### src/rtl/axis_width_down_conv.sv
// rtl/axis_width_down_conv.sv - AXI-Stream byte-width down-converter with sparse tkeep packing
module axis_width_down_conv #(
    parameter int IN_BYTES  = 4,
    parameter int OUT_BYTES = 1
) (
    input  logic                   clk,
    input  logic                   reset_n,
    input  logic [8*IN_BYTES-1:0]  axis_tdata_in,
    input  logic [IN_BYTES-1:0]    axis_tkeep_in,
    input  logic                   axis_tvalid_in,
    input  logic                   axis_tlast_in,
    output logic                   axis_tready_out,
    output logic [8*OUT_BYTES-1:0] axis_tdata_out,
    output logic [OUT_BYTES-1:0]   axis_tkeep_out,
    output logic                   axis_tvalid_out,
    output logic                   axis_tlast_out,
    input  logic                   axis_tready_in
);
    localparam int R  = IN_BYTES / OUT_BYTES;
    localparam int OW = 8 * OUT_BYTES;

    logic [8*IN_BYTES-1:0] data_q;
    logic [IN_BYTES-1:0]   rem_keep_q;
    logic                  last_q;
    logic                  full_q;

    logic                  found;
    logic                  more;
    logic [OW-1:0]         cur_data;
    logic [OUT_BYTES-1:0]  cur_keep;
    logic [IN_BYTES-1:0]   clr_mask;
    logic                  in_xfer;
    logic                  out_xfer;

    // Lowest nonzero keep slice is emitted; any further nonzero slice means more to come.
    always_comb begin
        found    = 1'b0;
        more     = 1'b0;
        cur_data = '0;
        cur_keep = '0;
        clr_mask = '0;
        for (int i = 0; i < R; i++) begin
            if (rem_keep_q[i*OUT_BYTES +: OUT_BYTES] != '0) begin
                if (!found) begin
                    found    = 1'b1;
                    cur_data = data_q[i*OW +: OW];
                    cur_keep = rem_keep_q[i*OUT_BYTES +: OUT_BYTES];
                    clr_mask[i*OUT_BYTES +: OUT_BYTES] = '1;
                end else begin
                    more = 1'b1;
                end
            end
        end
    end

    // A null terminator (full with rem_keep zero) has found=0 and so drives zero data.
    assign axis_tvalid_out = full_q;
    assign axis_tdata_out  = cur_data;
    assign axis_tkeep_out  = cur_keep;
    assign axis_tlast_out  = full_q & last_q & ~more;

    assign out_xfer        = full_q & axis_tready_in;
    assign axis_tready_out = reset_n & (~full_q | (out_xfer & ~more));
    assign in_xfer         = axis_tvalid_in & axis_tready_out;

    always_ff @(posedge clk) begin
        if (!reset_n) begin
            data_q     <= '0;
            rem_keep_q <= '0;
            last_q     <= 1'b0;
            full_q     <= 1'b0;
        end else if (in_xfer) begin
            data_q     <= axis_tdata_in;
            rem_keep_q <= axis_tkeep_in;
            last_q     <= axis_tlast_in;
            full_q     <= (|axis_tkeep_in) | axis_tlast_in;
        end else if (out_xfer) begin
            rem_keep_q <= rem_keep_q & ~clr_mask;
            if (!more) begin
                full_q <= 1'b0;
            end
        end
    end
endmodule

### config.mk
export PLATFORM = sky130hd
export DESIGN_NAME = axis_width_down_conv
export DESIGN_NICKNAME = d
export VERILOG_FILES = /design/src/rtl/axis_width_down_conv.sv
export SDC_FILE = /design/constraint.sdc
export NUM_CORES = 1
export LEC_CHECK = 0
export ABC_AREA = 1
export BUFFER_PORTS_ARGS = -buffer_cell sky130_fd_sc_hd__buf_2
export CAP_MARGIN = 20
export CORE_MARGIN = 2
export CORE_UTILIZATION = 40
export DETAILED_ROUTE_END_ITERATION = 6
export GPL_TIMING_DRIVEN = 0
export SETUP_SLACK_MARGIN = 0.5
export SYNTH_ARGS = -nofsm -noshare
export SYNTH_HDL_FRONTEND = slang
export SYNTH_SLANG_ARGS = --single-unit
export TNS_END_PERCENT = 20
### constraint.sdc
create_clock -name clk -period 1.93 [get_ports clk]
set_input_delay 0.579 -clock clk [delete_from_list [all_inputs] [get_ports clk]]
set_output_delay 0.579 -clock clk [all_outputs]
set_load 0.02 [all_outputs]
==> reports/metrics.csv, run 1 <==
metric,value,unit
GP Congestion,0.8634,
sequential fraction of design power,47.6,%
CP startpoint kind,register,
"Cell Area, Synth",1785,um^2
min cycle time layout,2.090,ns
CP Capture Type,primary output,
area of the die,5014,um^2
GR Util All Layers,22.09,%
first-pass GRT wire length,8.625,mm
normalized max-slew margin,55.49,%
vias in the first global route,1776,
PD cells,680.9,nW/um^2
syn_nets,277,
I/O Pins,53,
post-synthesis sequential area ratio,42.61,%
Crit-path slowest cell,dfxtp_2,
internal power,1.332,mW
fin cells,355,
Vias/cell,5.338,
largest net degree at the start of global routing,11,
count of cell types in the netlist,22,
Final Cycle Share,108.3,%
CP max stage delay,0.35,ns
drt first pass iters,4,
clock power share,27.6,%
reg2reg setup slack,0.25,ns
Die Width,70.81,um
Seq cells post-synth,38,
post-route DRC violation count,0,
hold buffers post-CTS,0,
DRT antenna net count,0,
crit path max fanout,5,
H-tree depth,2,
"commonest cells after routing, fill and taps aside","nand3_1, buf_2, nand2_1",
"commonest non-fill, non-tap cell in the layout",nand3_1,
Nets,345,
FMAX,0.4784,GHz
CP Data Arrival Time,1.51,ns
WS Path Type,reg -> out,
Logic pwr share,24.8,%
total clock sinks,38,
Mapped Cells,236,
Clock Tree Buf Depth,2,
critical-path cell list,"nor2_4, nand3b_4, clkbuf_8, a31oi_4, buf_2",
RSZ-0062 raised after global routing,true,
slew at the pin with the worst max-slew slack,0.6677,ns
synthesis-to-finish area growth,55.92,%
Worst-Skew Late Latency,0.28,ns
skew final,0.002272,ns
DP HPWL,3.525,mm
final global-route overflow total,0,
FF-to-FF Start,rem_keep_q[1]$_SDFFE_PN0P_,
starting density of the core,41.29,%
failing checks,negative setup slack,
Worst-path clk slew,0.07,ns
worst setup margin,-0.1604,ns
First DRT Iteration DRCs,101,
Worst Hold End,data_q[8]$_SDFFE_PN0P_,
status,"finished, violations left",
Core Rows,24,
TritonCTS clock tree,built,
CTS Buf Count,5,
Final Core Density,64.38,%
total wire length,5.192,mm
RR Endpoint,rem_keep_q[1]$_SDFFE_PN0P_,
Port-buffer cells,52,
placed cell count,340,
CP Data Required Time,1.35,ns
hold depth,2,
MaxCap Viol Count,0,
initial antenna violation count,0,
Worst R2R Path Depth,11,
Root Driver,clkbuf_8,
Ys Warns,0,
beginning of the worst hold path,data_q[8]$_SDFFE_PN0P_,
routed length per instance,14.63,um
switching power total,563.5,uW
Final Max Tran Viols,0,
switching part of the total,29.73,%
core footprint,4324,um^2
via count,1895,
Leak,1.246,nW
die height,70.81,um
Fin. Hold Viols,0,
Finish-stage setup viols,9,
Mean Syn Cell Area,7.566,um^2
min-delay worst type,reg -> reg,
share of layout cells above drive strength 1,49.83,%
worst vdd ir,0.5686,mV
final antenna diode count,0,
## sequential cells by signal, indices dropped and copies added, names as in the netlist
name,count
data_q,32
rem_keep_q,4
axis_tvalid_out,1
last_q,1
## power groups by stage
stage          registers (mW)  logic (mW)  clock network (mW)
2_1_floorplan           0.892       0.251                   0
3_3_place_gp            0.899       0.365                   0
3_5_place_dp            0.900       0.367                   0
4_1_cts                 0.896       0.460               0.542
5_1_grt                 0.909       0.510               0.574
6_report                0.902       0.470               0.523
## worst max-delay path, delay by kind of cell, from the launching register on
kind                   cells  cell delay (ns)
buffers and inverters      2             0.40
AOI/OAI and AO/OA          1             0.16
DFF                        1             0.35
and+or+nand+nor            2             0.32
## how the worst max path moves through the flow
stage	from	endpoint	slack (ns)
after floorplan	rem_keep_q[1]$_SDFFE_PN0P_	axis_tready_out	0.13
after global placement	rem_keep_q[1]$_SDFFE_PN0P_	axis_tready_out	-0.29
after detailed placement	rem_keep_q[1]$_SDFFE_PN0P_	axis_tready_out	-0.28
after CTS	rem_keep_q[0]$_SDFFE_PN0P_	axis_tready_out	-0.18
after global routing	rem_keep_q[1]$_SDFFE_PN0P_	axis_tdata_out[7]	-0.23
final	rem_keep_q[1]$_SDFFE_PN0P_	axis_tdata_out[6]	-0.16
## cells in the mapped netlist
master | number | area (um^2)
nand2_2 | 2 | 12.51
a21oi_4 | 1 | 16.27
a21oi_1 | 6 | 30.03
buf_6 | 4 | 45.04
buf_1 | 3 | 11.26
nand3_1 | 81 | 405.4
nand4_1 | 3 | 18.77
and3_1 | 1 | 6.260
clkbuf_1 | 8 | 30.03
nand2_4 | 1 | 11.26
nand3_4 | 1 | 17.52
buf_2 | 4 | 20.02
nand3b_4 | 1 | 20.02
a32oi_1 | 8 | 70.07
dfxtp_1 | 38 | 760.7
nand2_1 | 46 | 172.7
nor2_1 | 10 | 37.54
nor2_4 | 1 | 11.26
o41ai_1 | 1 | 8.760
inv_2 | 1 | 3.750
inv_1 | 7 | 26.28
a31oi_1 | 8 | 50.05
## logic make-up (layout without fill, tap and decap cells)
logic type	Yosys count	after routing	synth area share, %
and+or+nand+nor	147	148	39.94
DFF	38	38	42.61
buffers and inverters	27	93	7.638
AOI/OAI and AO/OA	24	24	9.811
## layer usage
layer / track usage (%) / vias up / share of wire, %
met1: 29.53 / 875 / 48
met3: 4.701 / 8 / 3.7
met4: 7.757 / 0 / 1.8
met2: 35.41 / 42 / 47
li1: - / 970 / -
met5: 0 / - / 0
## cell type report
type | instances | area, um^2
Multi-Input combinational cell | 172 | 1290
Timing Repair Buffer | 60 | 369.1
Sequential cell | 38 | 772.0
Fill cell | 385 | 1540
Buffer | 19 | 172.7
Tap cell | 52 | 65.06
Clock buffer | 6 | 82.58
Inverter | 8 | 32.53
## stage by stage
step | setup TNS, ns | hold WS [ns] | worst slack (ns) | cell area, um^2 | power, mW
final | -1.286 | 0.4584 | -0.1604 | 2784 | 1.895
after global routing | -1.896 | 0.4742 | -0.2274 | 2784 | 1.993
after CTS | -1.482 | 0.4595 | -0.1836 | 2741 | 1.899
after detailed placement | -1.112 | 0.4568 | -0.2824 | 2247 | 1.267
after global placement | -1.170 | 0.4532 | -0.2858 | 2247 | 1.264
after floorplan | 0 | 0.4386 | 0.1334 | 1922 | 1.143
## repair_timing
action | CTS | global route
gates resized for setup | 80 | 15
cloned | 2 | 0
endpoints found under the hold margin | 0 | 0
pin swaps | 21 | 6
buffers inserted | 7 | 0
setup endpoints to repair | 49 | 49
Power figures use the tool's default switching activity.
==> run 2: changes to the inputs <==
--- a/config.mk
+++ b/config.mk
@@ -6,11 +6,11 @@
 export NUM_CORES = 1
 export LEC_CHECK = 0
 export ABC_AREA = 1
-export BUFFER_PORTS_ARGS = -buffer_cell sky130_fd_sc_hd__buf_2
 export CAP_MARGIN = 20
-export CORE_MARGIN = 2
+export CORE_MARGIN = 5
 export CORE_UTILIZATION = 40
 export DETAILED_ROUTE_END_ITERATION = 6
+export DONT_BUFFER_PORTS = 1
 export GPL_TIMING_DRIVEN = 0
 export SETUP_SLACK_MARGIN = 0.5
 export SYNTH_ARGS = -nofsm -noshare
==> run 2 against run 1 <==
Against the previous run:
- count of clock-buffer cells in the layout up 1
- the run still ends with negative setup slack left
- sequential share of layout area increased by 6.0 points
- register-to-register slack gained 0.08 ns
- core utilization is 12 points lower
- design area decreased by 19%
- setup slack gained 0.099 ns
- flip-flop and latch count did not move
- critical endpoint is now axis_tready_out
- clock skew increased by 0.0022 ns
- largest power group unchanged
==> reports/metrics.csv, run 2 (synthesis results as in run 1) <==
metric,value,unit
Final Cycle Share,103.2,%
CP Data Arrival Time,1.41,ns
Clock Tree Buf Depth,2,
MaxCap Viol Count,0,
RSZ-0062 raised after global routing,true,
post-route DRC violation count,0,
Finish-stage setup viols,9,
Area after DPL,1987,um^2
Final Core Density,52.01,%
starting density of the core,41.01,%
Worst-path clk slew,0.07,ns
die height,76.81,um
final global-route overflow total,0,
biggest registers after layout,"data_q: 32 flops, rem_keep_q: 4 flops",
via count,1680,
TritonCTS clock tree,built,
CTS Buf Count,5,
status,"finished, violations left",
share of layout cells above drive strength 1,23.81,%
Fill cells,438,
Multi-input gate area,1087,um^2
Largest Register,data_q,
Port-buffer cells,0,
placed cell count,288,
crit path max fanout,6,
final antenna diode count,0,
hold depth,2,
area of the die,5900,um^2
"commonest non-fill, non-tap cell in the layout",nand3_1,
total wire length,5.089,mm
PD cells,799.2,nW/um^2
GP Congestion,0.8280,
core footprint,4354,um^2
slew at the pin with the worst max-slew slack,0.4558,ns
CP Data Required Time,1.35,ns
max reg flops,32,
first-pass GRT wire length,8.169,mm
DP HPWL,3.658,mm
worst setup margin,-0.06109,ns
min cycle time layout,1.991,ns
WS Path Type,reg -> out,
Fin. Hold Viols,0,
Worst R2R Path Depth,10,
synthesis-to-finish area growth,26.84,%
GR Util All Layers,17.44,%
Worst-Skew Late Latency,0.29,ns
hold buffers post-CTS,0,
normalized max-slew margin,69.62,%
CP startpoint kind,register,
skew final,0.004461,ns
"commonest cells after routing, fill and taps aside","nand3_1, nand2_1, dfxtp_1",
Final Max Tran Viols,0,
Seq. cell area,764.5,um^2
largest net degree at the start of global routing,12,
Leak,0.9891,nW
CP Capture Type,primary output,
Root Driver,clkbuf_8,
fin cells,304,
drt first pass iters,4,
Nets,292,
final setup TNS,-0.3948,ns
First DRT Iteration DRCs,89,
worst vdd ir,0.4268,mV
total clock sinks,38,
Hold WS,0.4192,ns
min-delay worst type,in -> reg,
Core Rows,24,
Vias/cell,5.526,
H-tree depth,2,
I/O Pins,53,
DRT antenna net count,0,
FMAX,0.5022,GHz
routed length per instance,16.74,um
initial antenna violation count,0,
Final Cell Area,2265,um^2
failing checks,negative setup slack,
Die Width,76.81,um
vias in the first global route,1599,
run 2: path summary, 6_finish.rpt:
check | from | end | slack (ns)
hold reg to reg | data_q[9]$_SDFFE_PN0P_ | data_q[9]$_SDFFE_PN0P_ | 0.47
setup reg to reg | rem_keep_q[1]$_SDFFE_PN0P_ | data_q[2]$_SDFFE_PN0P_ | 0.33
setup / recovery | rem_keep_q[1]$_SDFFE_PN0P_ | axis_tready_out | -0.06
hold / removal | axis_tdata_in[10] | data_q[10]$_SDFFE_PN0P_ | 0.42
run 2: timing repair:
action                                  in CTS  in global routing
setup buffers                                6                  0
pin swaps                                    5                  3
endpoints found under the setup margin      49                 48
gates resized for setup                     21                  9
cloned                                       2                  0
run 2: metrics by stage:
stage,power [mW],setup WS (ns)
3_5_place_dp,1.208,-0.1464
5_1_grt,1.896,-0.1477
4_1_cts,1.818,-0.08316
2_1_floorplan,1.143,0.1334
3_3_place_gp,1.203,-0.1370
6_report,1.810,-0.06109
run 2: final cells by class:
class,instances,share of cell area [%]
clock buffer,7,3.812
sequential,38,33.76
buffer,19,6.630
tap,52,2.873
inverter,8,1.436
clock inverter,1,0.2210
timing repair buffer,8,3.260
multi-input combinational,171,48.01
run 2: metal layers:
layer | GRT usage, % | vias up | wire length, um
met4 | 6.294 | 0 | 82
li1 | - | 858 | -
met3 | 6.792 | 7 | 404
met5 | 0 | - | 0
met1 | 24.11 | 759 | 2363
met2 | 24.36 | 56 | 2239
run 2: worst max-delay path: stages, from the launching register on:
cell and delay, ns:
dfxtp_2 0.35, nor2_4 0.14, nand3b_4 0.15, nand2_4 0.11, nand2_4 0.06, a21oi_4 0.15, buf_6 0.16
run 2: where the power goes:
group / leakage, nW / internal [mW] / switching (mW)
registers: 0.315 / 0.845 / 0.0472
logic: 0.626 / 0.136 / 0.213
clock network: 0.0482 / 0.288 / 0.280
total: 0.989 / 1.27 / 0.541
